### config.mk
export PLATFORM = sky130hd
export DESIGN_NAME = norm_row_sequencer
export DESIGN_NICKNAME = d
export VERILOG_FILES = /design/src/rtl/norm_seq_pkg.sv /design/src/rtl/norm_row_collector.sv /design/src/rtl/norm_row_sequencer.sv
export SDC_FILE = /design/constraint.sdc
export NUM_CORES = 1
export LEC_CHECK = 0
export CAP_MARGIN = 20
export CORE_AREA = 2 2 321 323
export CTS_CLUSTER_DIAMETER = 50
export DETAILED_ROUTE_END_ITERATION = 10
export DIE_AREA = 0 0 323 325
export MAX_ROUTING_LAYER = met4
export PLACE_DENSITY = 0.43
export SLEW_MARGIN = 20
export SYNTH_ARGS = -nofsm -noshare
export SYNTH_HDL_FRONTEND = slang
export SYNTH_SLANG_ARGS = --single-unit
### constraint.sdc
create_clock -name clk -period 26.3 [get_ports clk]
set_input_delay 7.89 -clock clk [delete_from_list [all_inputs] [get_ports clk]]
set_output_delay 7.89 -clock clk [all_outputs]
set_load 0.01 [all_outputs]
### src/rtl/norm_seq_pkg.sv
// Shared types and default sizing for the normalizer row sequencer.
package norm_seq_pkg;

    typedef enum logic [2:0] {
        IDLE,
        READ,
        ISSUE,
        COLLECT,
        WRITE
    } state_t;

    localparam int DEF_BW_PSUM  = 16;
    localparam int DEF_COL      = 8;
    localparam int DEF_W_OUT    = DEF_BW_PSUM;
    localparam int DEF_ROWS_MAX = 16;
    localparam int DEF_TIMEOUT  = 64;

endpackage

### src/rtl/norm_row_collector.sv
// Packs the two serial normalizer streams back into rows. Both streams share
// one element index; beat k lands at bits [k*W +: W] of each row.
module norm_row_collector #(
    parameter int COL = 8,
    parameter int W   = 16
) (
    input  logic             clk,
    input  logic             reset,
    input  logic             clear,
    input  logic             beat_en,
    input  logic [W-1:0]     din_1,
    input  logic [W-1:0]     din_2,
    output logic [COL*W-1:0] row_1,
    output logic [COL*W-1:0] row_2,
    output logic             full
);

    localparam int IW = (COL > 1) ? $clog2(COL) : 1;

    logic [IW-1:0] idx;

    // The accepted beat is the last element of the row.
    assign full = beat_en && (idx == IW'(COL - 1));

    // Element index: restarts on clear and wraps after a full row.
    always_ff @(posedge clk or posedge reset) begin
        if (reset) begin
            idx <= '0;
        end else if (clear) begin
            idx <= '0;
        end else if (beat_en) begin
            idx <= full ? '0 : idx + 1'b1;
        end
    end

    // Drop each accepted beat into its element slot of both rows.
    always_ff @(posedge clk or posedge reset) begin
        if (reset) begin
            row_1 <= '0;
            row_2 <= '0;
        end else if (beat_en) begin
            row_1[idx*W +: W] <= din_1;
            row_2[idx*W +: W] <= din_2;
        end
    end

endmodule

### src/rtl/norm_row_sequencer.sv
// Row-level controller for the normalizer: reads a psum row pair, issues it,
// collects COL serial beats per stream, writes the packed rows back, one row
// at a time, with a watchdog on the collect phase.
module norm_row_sequencer
    import norm_seq_pkg::*;
#(
    parameter int BW_PSUM  = DEF_BW_PSUM,
    parameter int COL      = DEF_COL,
    parameter int W_OUT    = BW_PSUM,
    parameter int ROWS_MAX = DEF_ROWS_MAX,
    parameter int TIMEOUT  = DEF_TIMEOUT
) (
    input  logic                        clk,
    input  logic                        reset,
    input  logic                        start,
    input  logic [$clog2(ROWS_MAX):0]   num_rows,
    output logic                        busy,
    output logic                        done,
    output logic                        error,
    output logic                        psum_rd_en,
    output logic [$clog2(ROWS_MAX)-1:0] psum_rd_addr,
    input  logic [COL*BW_PSUM-1:0]      psum_rd_data_1,
    input  logic [COL*BW_PSUM-1:0]      psum_rd_data_2,
    output logic                        norm_s_valid_1,
    output logic                        norm_s_valid_2,
    output logic [COL*BW_PSUM-1:0]      norm_psum_1,
    output logic [COL*BW_PSUM-1:0]      norm_psum_2,
    input  logic [W_OUT-1:0]            norm_in_1,
    input  logic [W_OUT-1:0]            norm_in_2,
    input  logic                        norm_valid,
    output logic                        out_wr_en,
    output logic [$clog2(ROWS_MAX)-1:0] out_wr_addr,
    output logic [COL*W_OUT-1:0]        out_wr_data_1,
    output logic [COL*W_OUT-1:0]        out_wr_data_2
);

    localparam int AW = $clog2(ROWS_MAX);
    localparam int NW = AW + 1;
    localparam int WW = $clog2(TIMEOUT + 1);

    state_t        state, state_nxt;
    logic [AW-1:0] row_cnt;
    logic [NW-1:0] rows_lat;
    logic [NW-1:0] rows_sat;
    logic [WW-1:0] wd_cnt;
    logic          start_acc;
    logic          wd_expire;
    logic          beat_en;
    logic          last_row;
    logic          row_full;

    assign start_acc = (state == IDLE) && start;
    assign rows_sat  = (num_rows > NW'(ROWS_MAX)) ? NW'(ROWS_MAX) : num_rows;
    assign wd_expire = (state == COLLECT) && (wd_cnt == WW'(TIMEOUT - 1));
    // A beat arriving in the expiry cycle is dropped: the timeout wins.
    assign beat_en   = (state == COLLECT) && norm_valid && !wd_expire;
    assign last_row  = ({1'b0, row_cnt} == rows_lat - NW'(1));

    assign busy           = (state != IDLE);
    assign psum_rd_en     = (state == READ);
    assign psum_rd_addr   = row_cnt;
    assign norm_s_valid_1 = (state == ISSUE);
    assign norm_s_valid_2 = (state == ISSUE);
    assign out_wr_en      = (state == WRITE);
    assign out_wr_addr    = row_cnt;

    norm_row_collector #(
        .COL (COL),
        .W   (W_OUT)
    ) u_collector (
        .clk     (clk),
        .reset   (reset),
        .clear   (start_acc || (state == ISSUE)),
        .beat_en (beat_en),
        .din_1   (norm_in_1),
        .din_2   (norm_in_2),
        .row_1   (out_wr_data_1),
        .row_2   (out_wr_data_2),
        .full    (row_full)
    );

    // State register.
    always_ff @(posedge clk or posedge reset) begin
        if (reset) state <= IDLE;
        else       state <= state_nxt;
    end

    // Next-state decode; a zero-row pass never leaves IDLE.
    always_comb begin
        state_nxt = state;
        case (state)
            IDLE:    if (start && (rows_sat != '0)) state_nxt = READ;
            READ:    state_nxt = ISSUE;
            ISSUE:   state_nxt = COLLECT;
            COLLECT: begin
                if (wd_expire)     state_nxt = IDLE;
                else if (row_full) state_nxt = WRITE;
            end
            WRITE:   state_nxt = last_row ? IDLE : READ;
            default: state_nxt = IDLE;
        endcase
    end

    // Latch the saturated row count on accept and advance the row address after each write.
    always_ff @(posedge clk or posedge reset) begin
        if (reset) begin
            rows_lat <= '0;
            row_cnt  <= '0;
        end else if (start_acc) begin
            rows_lat <= rows_sat;
            row_cnt  <= '0;
        end else if ((state == WRITE) && !last_row) begin
            row_cnt <= row_cnt + 1'b1;
        end
    end

    // Watchdog: counts cycles spent in COLLECT, restarted at every issue.
    always_ff @(posedge clk or posedge reset) begin
        if (reset) begin
            wd_cnt <= '0;
        end else if (start_acc || (state == ISSUE)) begin
            wd_cnt <= '0;
        end else if (state == COLLECT) begin
            wd_cnt <= wd_cnt + 1'b1;
        end
    end

    // End-of-pass pulse and sticky timeout flag.
    always_ff @(posedge clk or posedge reset) begin
        if (reset) begin
            done  <= 1'b0;
            error <= 1'b0;
        end else begin
            done <= (start_acc && (rows_sat == '0)) || ((state == WRITE) && last_row) || wd_expire;
            if (start_acc)      error <= 1'b0;
            else if (wd_expire) error <= 1'b1;
        end
    end

    // Capture the buffer rows while issuing; held stable for the normalizer's accept stage.
    always_ff @(posedge clk or posedge reset) begin
        if (reset) begin
            norm_psum_1 <= '0;
            norm_psum_2 <= '0;
        end else if (state == ISSUE) begin
            norm_psum_1 <= psum_rd_data_1;
            norm_psum_2 <= psum_rd_data_2;
        end
    end

endmodule

Yosys cells after proc, flatten, opt, wreduce, memory -nomap -nowiden
Index checks and enable logic that the tools add are counted.
{"block": "totals", "output_inout_bits": 527, "wordCells": 69, "in_bits": 297, "ff_bits": 536}
{"block": "op_classes", "eq_ne": 9, "reduce_logical": 23, "shifts": 3, "n_addsub": 5, "magnitude_cmp": 1, "muxes": 17}
{"cell": "$bwmux W128", "count": 2}
{"cell": "$shiftx A16 B34 Y128", "count": 2}
{"cell": "$shift A16 B34 Y128 const A", "count": 1}
{"cell": "$neg A7 Y34", "count": 1}
{"cell": "$mux W3", "count": 6}
{"cell": "$pmux W3 S5", "count": 1}
{"cell": "$mux W7", "count": 2}
{"cell": "$logic_and A1 B1 Y1", "count": 9}
{"cell": "$mux W4", "count": 2}
{"cell": "$reduce_bool A2 Y1", "count": 4}
{"cell": "$add A7 B1 Y7 const B", "count": 1}
{"cell": "$eq A7 B6 Y1 const B", "count": 1}
{"cell": "$eq A3 B2 Y1 const B", "count": 2}
{"cell": "$eq A3 B3 Y1 const B", "count": 2}
{"cell": "$eq A4 B5 Y1", "count": 1}
{"cell": "$gt A5 B5 Y1 const B", "count": 1}
{"cell": "$logic_not A5 Y1", "count": 1}
{"cell": "$mux W5", "count": 1}
{"cell": "$reduce_bool A5 Y1", "count": 1}
{"cell": "$sub A5 B1 Y5 const B", "count": 1}
{"cell": "$add A4 B1 Y4 const B", "count": 1}
{"cell": "$add A3 B1 Y3 const B", "count": 1}
{"cell": "$eq A3 B1 Y1 const B", "count": 1}
{"cell": "$logic_not A3 Y1", "count": 1}
{"cell": "other kinds (7)", "count": 12}

Depth between registers and ports, before layout
Gate-level depths: netlist of run 1.
{"block": "depth", "depth_word": 8, "ltp_mapped": 9, "depth_no_buf": 7}

Hierarchy
A second synthesis of run 1 with hierarchy kept.
{"block": "hier_totals", "cells_unflattened": 1660, "area_unflattened_um2": 21483.1}
{"module": "norm_row_collector", "seq_area_each_um2": 6481.2, "area_per_inst_um2": 10816.6, "cells_per_inst": 982, "instances": 1}
{"module": "norm_row_sequencer", "seq_area_each_um2": 6931.6, "area_per_inst_um2": 10666.5, "cells_per_inst": 678, "instances": 1}

Worst setup path after synthesis of run 1
OpenSTA, ideal clock, no wires.
{"block": "synth_timing", "kind": "reg-to-output", "from": "register state[2]", "to": "output norm_s_valid_2", "arrival_ns": 1.463, "path_stages_with_launch": 6, "path_slack_ns": 16.947, "required_ns": 18.410, "path_buffers": 3, "path_cell_list": "dfrtp_1 -> nand2b_1 -> nor2_1 -> buf_2 -> buf_2 -> buf_4"}
{"block": "synth_between", "elab_chain_len": 1}
{"element": "start, declared", "line": "norm_row_sequencer.sv:41", "text": "state_t state, state_nxt;"}
{"element": "start signal, assigned", "line": "norm_row_sequencer.sv:85", "text": "else state <= state_nxt;"}
{"element": "$eq A3 B2 Y1"}
{"element": "end, declared", "line": "norm_row_sequencer.sv:25", "text": "output logic norm_s_valid_2,"}
Every way passes these cells.

Final worst setup path of run 1
{"block": "layout_timing", "from": "register state[2]", "to": "output norm_s_valid_1"}
{"block": "layout_between", "elab_chain_len": 1}
{"element": "$eq A3 B2 Y1", "line": "norm_row_sequencer.sv:62", "text": "assign norm_s_valid_1 = (state == ISSUE);"}
{"element": "end, declared", "line": "norm_row_sequencer.sv:24", "text": "output logic norm_s_valid_1,"}
Every way passes these cells.

==> impl_metrics.py, run 1 <==
metrics = {
    "detailed_routing": {
        "via_per_inst": 4.053,
        "drc": 0,
        "ant_nets": 0,
        "routed_wl_um": 87190,
        "num_vias": 15663,
        "wl_per_cell_um": 22.56,
        "drt-initial-drc-count": 795,
        "first_pass_iters": 5,
    },
    "worst_setup_path": {
        "r2r_slack_ns": 23.00,
        "cp_max_fo": 162,
        "cp.required_ns": 18.41,
        "regToRegStartpoint": "u_collector.idx[0]",
        "worstSetupPathType": "reg2out",
        "critPathLaunch": "state[2]",
        "crit_path_start_kind": "flop",
        "cp.arrival_ns": 3.57,
        "worstReg2RegEnd": "u_collector.row_2[70]",
        "r2r_cells": 6,
        "critPathCaptureType": "primary output",
    },
    "logic_synthesis": {
        "synthAdderAreaFrac_pct": 0.6067,
        "syn_nets": 1886,
        "synth_seq_area_share_pct": 65.04,
        "synth-simple-area-share_pct": 7.742,
        "yosysUniqueCellTypes": 47,
        "yosysWarnings": 0,
        "synth_compound_area_share_pct": 5.849,
        "synthMuxAreaShare_pct": 18.02,
        "async_flop_share_pct": 100.0,
        "syn_avg_cell_area_um2": 13.06,
        "synth_area_um2": 20620,
        "synth_seq_cells": 536,
        "synth_edf_count": 0,
        "synth_top_family_by_area": "multiplexers",
        "synth_flop_cell": "dfrtp_1",
        "synth_xor_xnor_area_share_pct": 0.2548,
        "netlist_instances": 1579,
    },
    "floorplanning": {
        "coreArea_um2": 101300,
        "die_x_um": 323,
        "die_y_um": 325,
        "rows": 117,
        "pin_count": 824,
        "die_area_um2": 105000,
        "start_util_pct": 20.36,
    },
    "clock_network": {
        "post_cts.repair.setup_buffers": 0,
        "cts_root_buffer": "clkbuf_16",
        "cts_num_sinks": 536,
        "clock_latency_ns": 0.65,
        "cts_hold_buffers": 0,
        "clk_pin_slew_ns": 0.05,
        "cts_tree": "yes",
        "ctsLongestPathBuffers": 3,
        "htree_num_levels": 3,
        "cts_resized": 0,
        "cts_buffers": 89,
    },
    "timing": {
        "finClkSkew_ns": 0.02569,
        "min_period_ns": 11.46,
        "fin_crit_sh_pct": 43.59,
        "fin_tns_setup_ns": 0,
        "setup_viol": 0,
        "fmax_mhz": 87.23,
        "relSlewSlack_pct": 35.82,
        "tightestPinTransition_ns": 0.9627,
        "hold_viol": 0,
        "drv_slew": 0,
        "grt_setup_unrepaired": "false",
    },
    "placement": {
        "finalWeightedCongestion": 0.8167,
        "port_buffers": 823,
        "hpwlAfterDp_um": 67190,
    },
    "global_route": {
        "antenna_found_initial": 22,
        "grt_pass1_wl_um": 122900,
        "grt_pass1_vias": 16253,
        "track_usage_pct": 16.74,
        "grt_max_degree": 163,
        "grt.overflow.total": 0,
    },
    "finish": {
        "register_area_um2": 13410,
        "multi_input_area_um2": 6734,
        "final_cell_mix": "clkdlybuf4s50_1 (823), dfrtp_1 (536), nand2_1 (305), mux2_2 (289), o21ai_0 (206)",
        "drive_gt1_share_pct": 20.30,
        "n_fill_cell": 10192,
        "syn2layout_area_growth_pct": 62.01,
        "nets": 2728,
        "layout.cells.most_common": "clkdlybuf4s50_1",
    },
    "pwr": {
        "cellPowerDensity_nw_per_um2": 129.9,
        "power.total_uw": 4339,
        "leakage_uw": 0.01380,
        "vdd_drop_max_v": 0.00005102,
    },
    "min_path": {
        "worstHoldPathCells": 2,
        "whs_endpoint": "u_collector.row_1[102]",
        "hold_class": "reg2reg",
        "min_from": "u_collector.row_1[102]",
    },
    "status": {
        "outcome": "finished, final reports clean",
    },
    "run": {
        "drv_cap": 0,
    },
}
-- critical path: stages (launching register included) --
cell	delay, ns
dfrtp_1	0.46
nand2b_1	0.30
nor2_4	0.12
buf_4	0.46
buf_12	0.66
clkdlybuf4s50_1	0.69
-- worst max-delay path by stage --
stage               slack, ns                    end
floorplan                3.43                   done
global placement        14.36  u_collector.row_1[65]
detailed placement      14.21  u_collector.row_1[66]
CTS                     14.75         norm_s_valid_1
global route            14.45  u_collector.row_1[68]
finish                  14.84         norm_s_valid_1
-- area by class of cell --
type	instances	share of cell area, %
Tap cell	1368	5.123
Antenna cell	4	0.02996
Timing Repair Buffer	841	25.11
Inverter	10	0.1348
Clock buffer	105	7.153
Clock inverter	58	2.146
Sequential cell	536	40.15
Multi-Input combinational cell	943	20.16
-- synthesized netlist by cell type, types with 5 or more instances --
cell	number	area share [%]
a21oi_1	5	0.12
buf_2	45	1.1
buf_4	6	0.22
buf_6	6	0.33
clkbuf_1	28	0.51
dfrtp_1	536	65
ha_1	10	0.61
inv_1	9	0.16
mux2_2	289	16
mux2_4	30	2.2
nand2_1	305	5.6
nand2b_1	7	0.21
nand3_1	7	0.17
nand3_2	6	0.29
nor2_1	18	0.33
nor3_1	7	0.17
o21ai_0	206	5.0
or3_1	7	0.21
-- layer usage --
metal | part of all wire (%) | GRT usage [%] | wire length (µm) | vias to the layer above
met4 | 2.5 | 4.894 | 2137 | 0
met1 | 38 | 18.42 | 33480 | 7785
met5 | 0 | - | 0 | -
met3 | 9.6 | 6.494 | 8413 | 144
met2 | 49 | 27.87 | 43160 | 605
li1 | - | - | - | 7129
-- flip-flops by register name, indices dropped and copies added, names as in the netlist, 4 cells and up --
name and count:
norm_psum_2 128, u_collector.row_1 128, norm_psum_1 128, u_collector.row_2 128
wd_cnt 7, rows_lat 5, out_wr_addr 4
-- stage by stage --
stage	hold slack [ns]	std cells	util [%]	cell area [µm²]	worst slack, ns
detailed placement	0.4700	3698	29.90	30290	14.21
floorplan	0.4624	1579	-	20620	3.430
finish	0.4781	3865	32.98	33410	14.84
global route	0.5026	3864	32.98	33410	14.45
CTS	0.4795	3861	32.97	33400	14.75
global placement	0.4625	3698	29.90	30290	14.36
-- kinds of logic after synthesis --
logic type               after synthesis
AO/OA/AOI/OAI                        230
multiplexers                         320
buffers and inverters                100
adder cells (fa/ha/maj)               10
AND/OR/NAND/NOR                      377
XOR/XNOR                               6
flip-flops                           536
-- power by group --
part	internal [µW]	total, µW	leakage, µW	switching (µW)
combinational	955	1730	0.00554	771
sequential	1190	1400	0.00677	213
clock	766	1210	0.00150	442
No activity file was read; power rests on OpenSTA's default activity.
==> run 2: changes to the inputs <==
--- a/config.mk
+++ b/config.mk
@@ -6,12 +6,12 @@
 export NUM_CORES = 1
 export LEC_CHECK = 0
 export CAP_MARGIN = 20
-export CORE_AREA = 2 2 321 323
+export CORE_AREA = 2 2 322 324
 export CTS_CLUSTER_DIAMETER = 50
 export DETAILED_ROUTE_END_ITERATION = 10
-export DIE_AREA = 0 0 323 325
+export DIE_AREA = 0 0 324 326
 export MAX_ROUTING_LAYER = met4
-export PLACE_DENSITY = 0.43
+export PLACE_DENSITY = 0.44
 export SLEW_MARGIN = 20
 export SYNTH_ARGS = -nofsm -noshare
 export SYNTH_HDL_FRONTEND = slang
==> constraint.sdc (replaced) <==
create_clock -name clk -period 9.7 [get_ports clk]
set_input_delay 2.91 -clock clk [delete_from_list [all_inputs] [get_ports clk]]
set_output_delay 2.91 -clock clk [all_outputs]
set_load 0.01 [all_outputs]
==> impl_metrics.py, run 2 (same netlist as run 1, synthesis figures left out) <==
metrics = {
    "clock_network": {
        "cts_buffers": 98,
        "cts_num_sinks": 536,
        "cts_resized": 0,
        "cts_hold_buffers": 0,
        "post_cts.repair.setup_buffers": 0,
        "htree_num_levels": 3,
        "cts_root_buffer": "clkbuf_16",
        "cts_tree": "yes",
        "clk_pin_slew_ns": 0.06,
        "ctsLongestPathBuffers": 3,
        "clock_latency_ns": 0.65,
    },
    "worst_setup_path": {
        "r2r_cells": 6,
        "crit_path_start_kind": "flop",
        "critPathCaptureType": "primary output",
        "worstReg2RegEnd": "norm_psum_1[16]",
        "cp_max_fo": 27,
        "cp.arrival_ns": 2.78,
        "worstSetupPathType": "reg2out",
        "r2r_slack_ns": 5.37,
        "regToRegStartpoint": "state[2]",
        "cp.required_ns": 6.79,
    },
    "detailed_routing": {
        "ant_nets": 0,
        "routed_wl_um": 85840,
        "drt-initial-drc-count": 697,
        "drc": 0,
        "via_per_inst": 4.031,
        "first_pass_iters": 5,
        "num_vias": 15726,
        "wl_per_cell_um": 22.01,
    },
    "run": {
        "drv_cap": 0,
    },
    "timing": {
        "hold_viol": 0,
        "tightestPinTransition_ns": 1.113,
        "fin_tns_setup_ns": 0,
        "min_period_ns": 5.692,
        "relSlewSlack_pct": 25.50,
        "grt_setup_unrepaired": "false",
        "drv_slew": 0,
        "setup_viol": 0,
        "fin_crit_sh_pct": 58.68,
        "fmax_mhz": 175.7,
        "finClkSkew_ns": 0.02284,
    },
    "finish": {
        "syn2layout_area_growth_pct": 63.15,
        "final_cell_mix": "clkdlybuf4s50_1 (823), dfrtp_1 (536), nand2_1 (305), mux2_2 (289), o21ai_0 (206)",
        "finalInstanceArea_um2": 33650,
        "layout.cells.most_common": "clkdlybuf4s50_1",
        "n_fill_cell": 10328,
        "nets": 2737,
        "drive_gt1_share_pct": 20.73,
    },
    "placement": {
        "dpl_cell_area_um2": 30330,
        "port_buffers": 823,
        "finalWeightedCongestion": 0.8645,
        "hpwlAfterDp_um": 65790,
    },
    "floorplanning": {
        "pin_count": 824,
        "rows": 118,
        "start_util_pct": 20.10,
        "die_area_um2": 105600,
        "die_y_um": 326,
        "coreArea_um2": 102600,
        "die_x_um": 324,
    },
    "global_route": {
        "grt_max_degree": 160,
        "track_usage_pct": 16.31,
        "antenna_found_initial": 17,
        "grt_pass1_vias": 16543,
        "grt_pass1_wl_um": 120900,
        "grt.overflow.total": 0,
    },
    "min_path": {
        "min_from": "u_collector.row_2[28]",
        "worstHoldPathCells": 2,
        "hold_class": "reg2reg",
        "whs_endpoint": "u_collector.row_2[28]",
    },
    "pwr": {
        "power.total_uw": 11920,
        "leakage_uw": 0.01391,
        "vdd_drop_max_v": 0.0001418,
        "cellPowerDensity_nw_per_um2": 354.2,
    },
    "status": {
        "outcome": "finished, final reports clean",
    },
}
[run 2: cell types whose count changed in the layout (fill, tap and decap cells not counted), moves of 3 or more]
cell and change:
clkbuf_16 +8, clkbuf_1 +5, bufinv_16 -4, clkinv_2 +4, diode_2 +4, clkbuf_8 +3
clkinv_4 +3, inv_6 +3
[run 2: power by group]
part	leakage (µW)	total (µW)	internal, µW	switching (µW)
clock	0.00160	3410	2150	1260
sequential	0.00677	3820	3230	584
combinational	0.00554	4690	2590	2100
total	0.0139	11900	7970	3950
[run 2: cell type report]
class / count / area (µm²) / share of cell area [%]
tap: 1380 / 1727 / 5.132
multi-input combinational: 943 / 6734 / 20.01
antenna: 8 / 20.02 / 0.05950
clock buffer: 121 / 2650 / 7.876
sequential: 536 / 13410 / 39.86
inverter: 10 / 41.29 / 0.1227
timing repair buffer: 841 / 8411 / 25.00
clock inverter: 62 / 650.6 / 1.934
[run 2: through the flow]
step	cells	util, %	setup slack [ns]	hold WS [ns]
2_1_floorplan	1579	-	-0.4980	0.4624
3_3_place_gp	3710	29.55	3.812	0.4638
3_5_place_dp	3710	29.55	3.703	0.4694
4_1_cts	3893	32.77	3.952	0.4808
5_1_grt	3901	32.79	3.856	0.4946
6_report	3901	32.79	4.008	0.4749
[run 2: worst max path at each step]
stage,startpoint,end,slack (ns),depth (start not counted)
finish,state[2],norm_s_valid_1,4.01,3
global route,state[2],norm_s_valid_2,3.86,3
CTS,state[2],norm_s_valid_1,3.95,3
detailed placement,norm_valid,u_collector.row_2[73],3.70,5
global placement,norm_valid,u_collector.row_2[76],3.81,5
floorplan,reset,done,-0.50,1
[run 2: layer usage]
metal,global-route usage [%],share of wire [%]
met2,26.07,48
met4,5.425,2.8
met1,17.38,38
met5,-,0
met3,8.269,12
[run 2: worst max-delay path: stages, from the launching register on]
cell	delay, ns
dfrtp_1	0.45
nand2b_1	0.30
nor2_4	0.68
clkdlybuf4s50_1	0.69
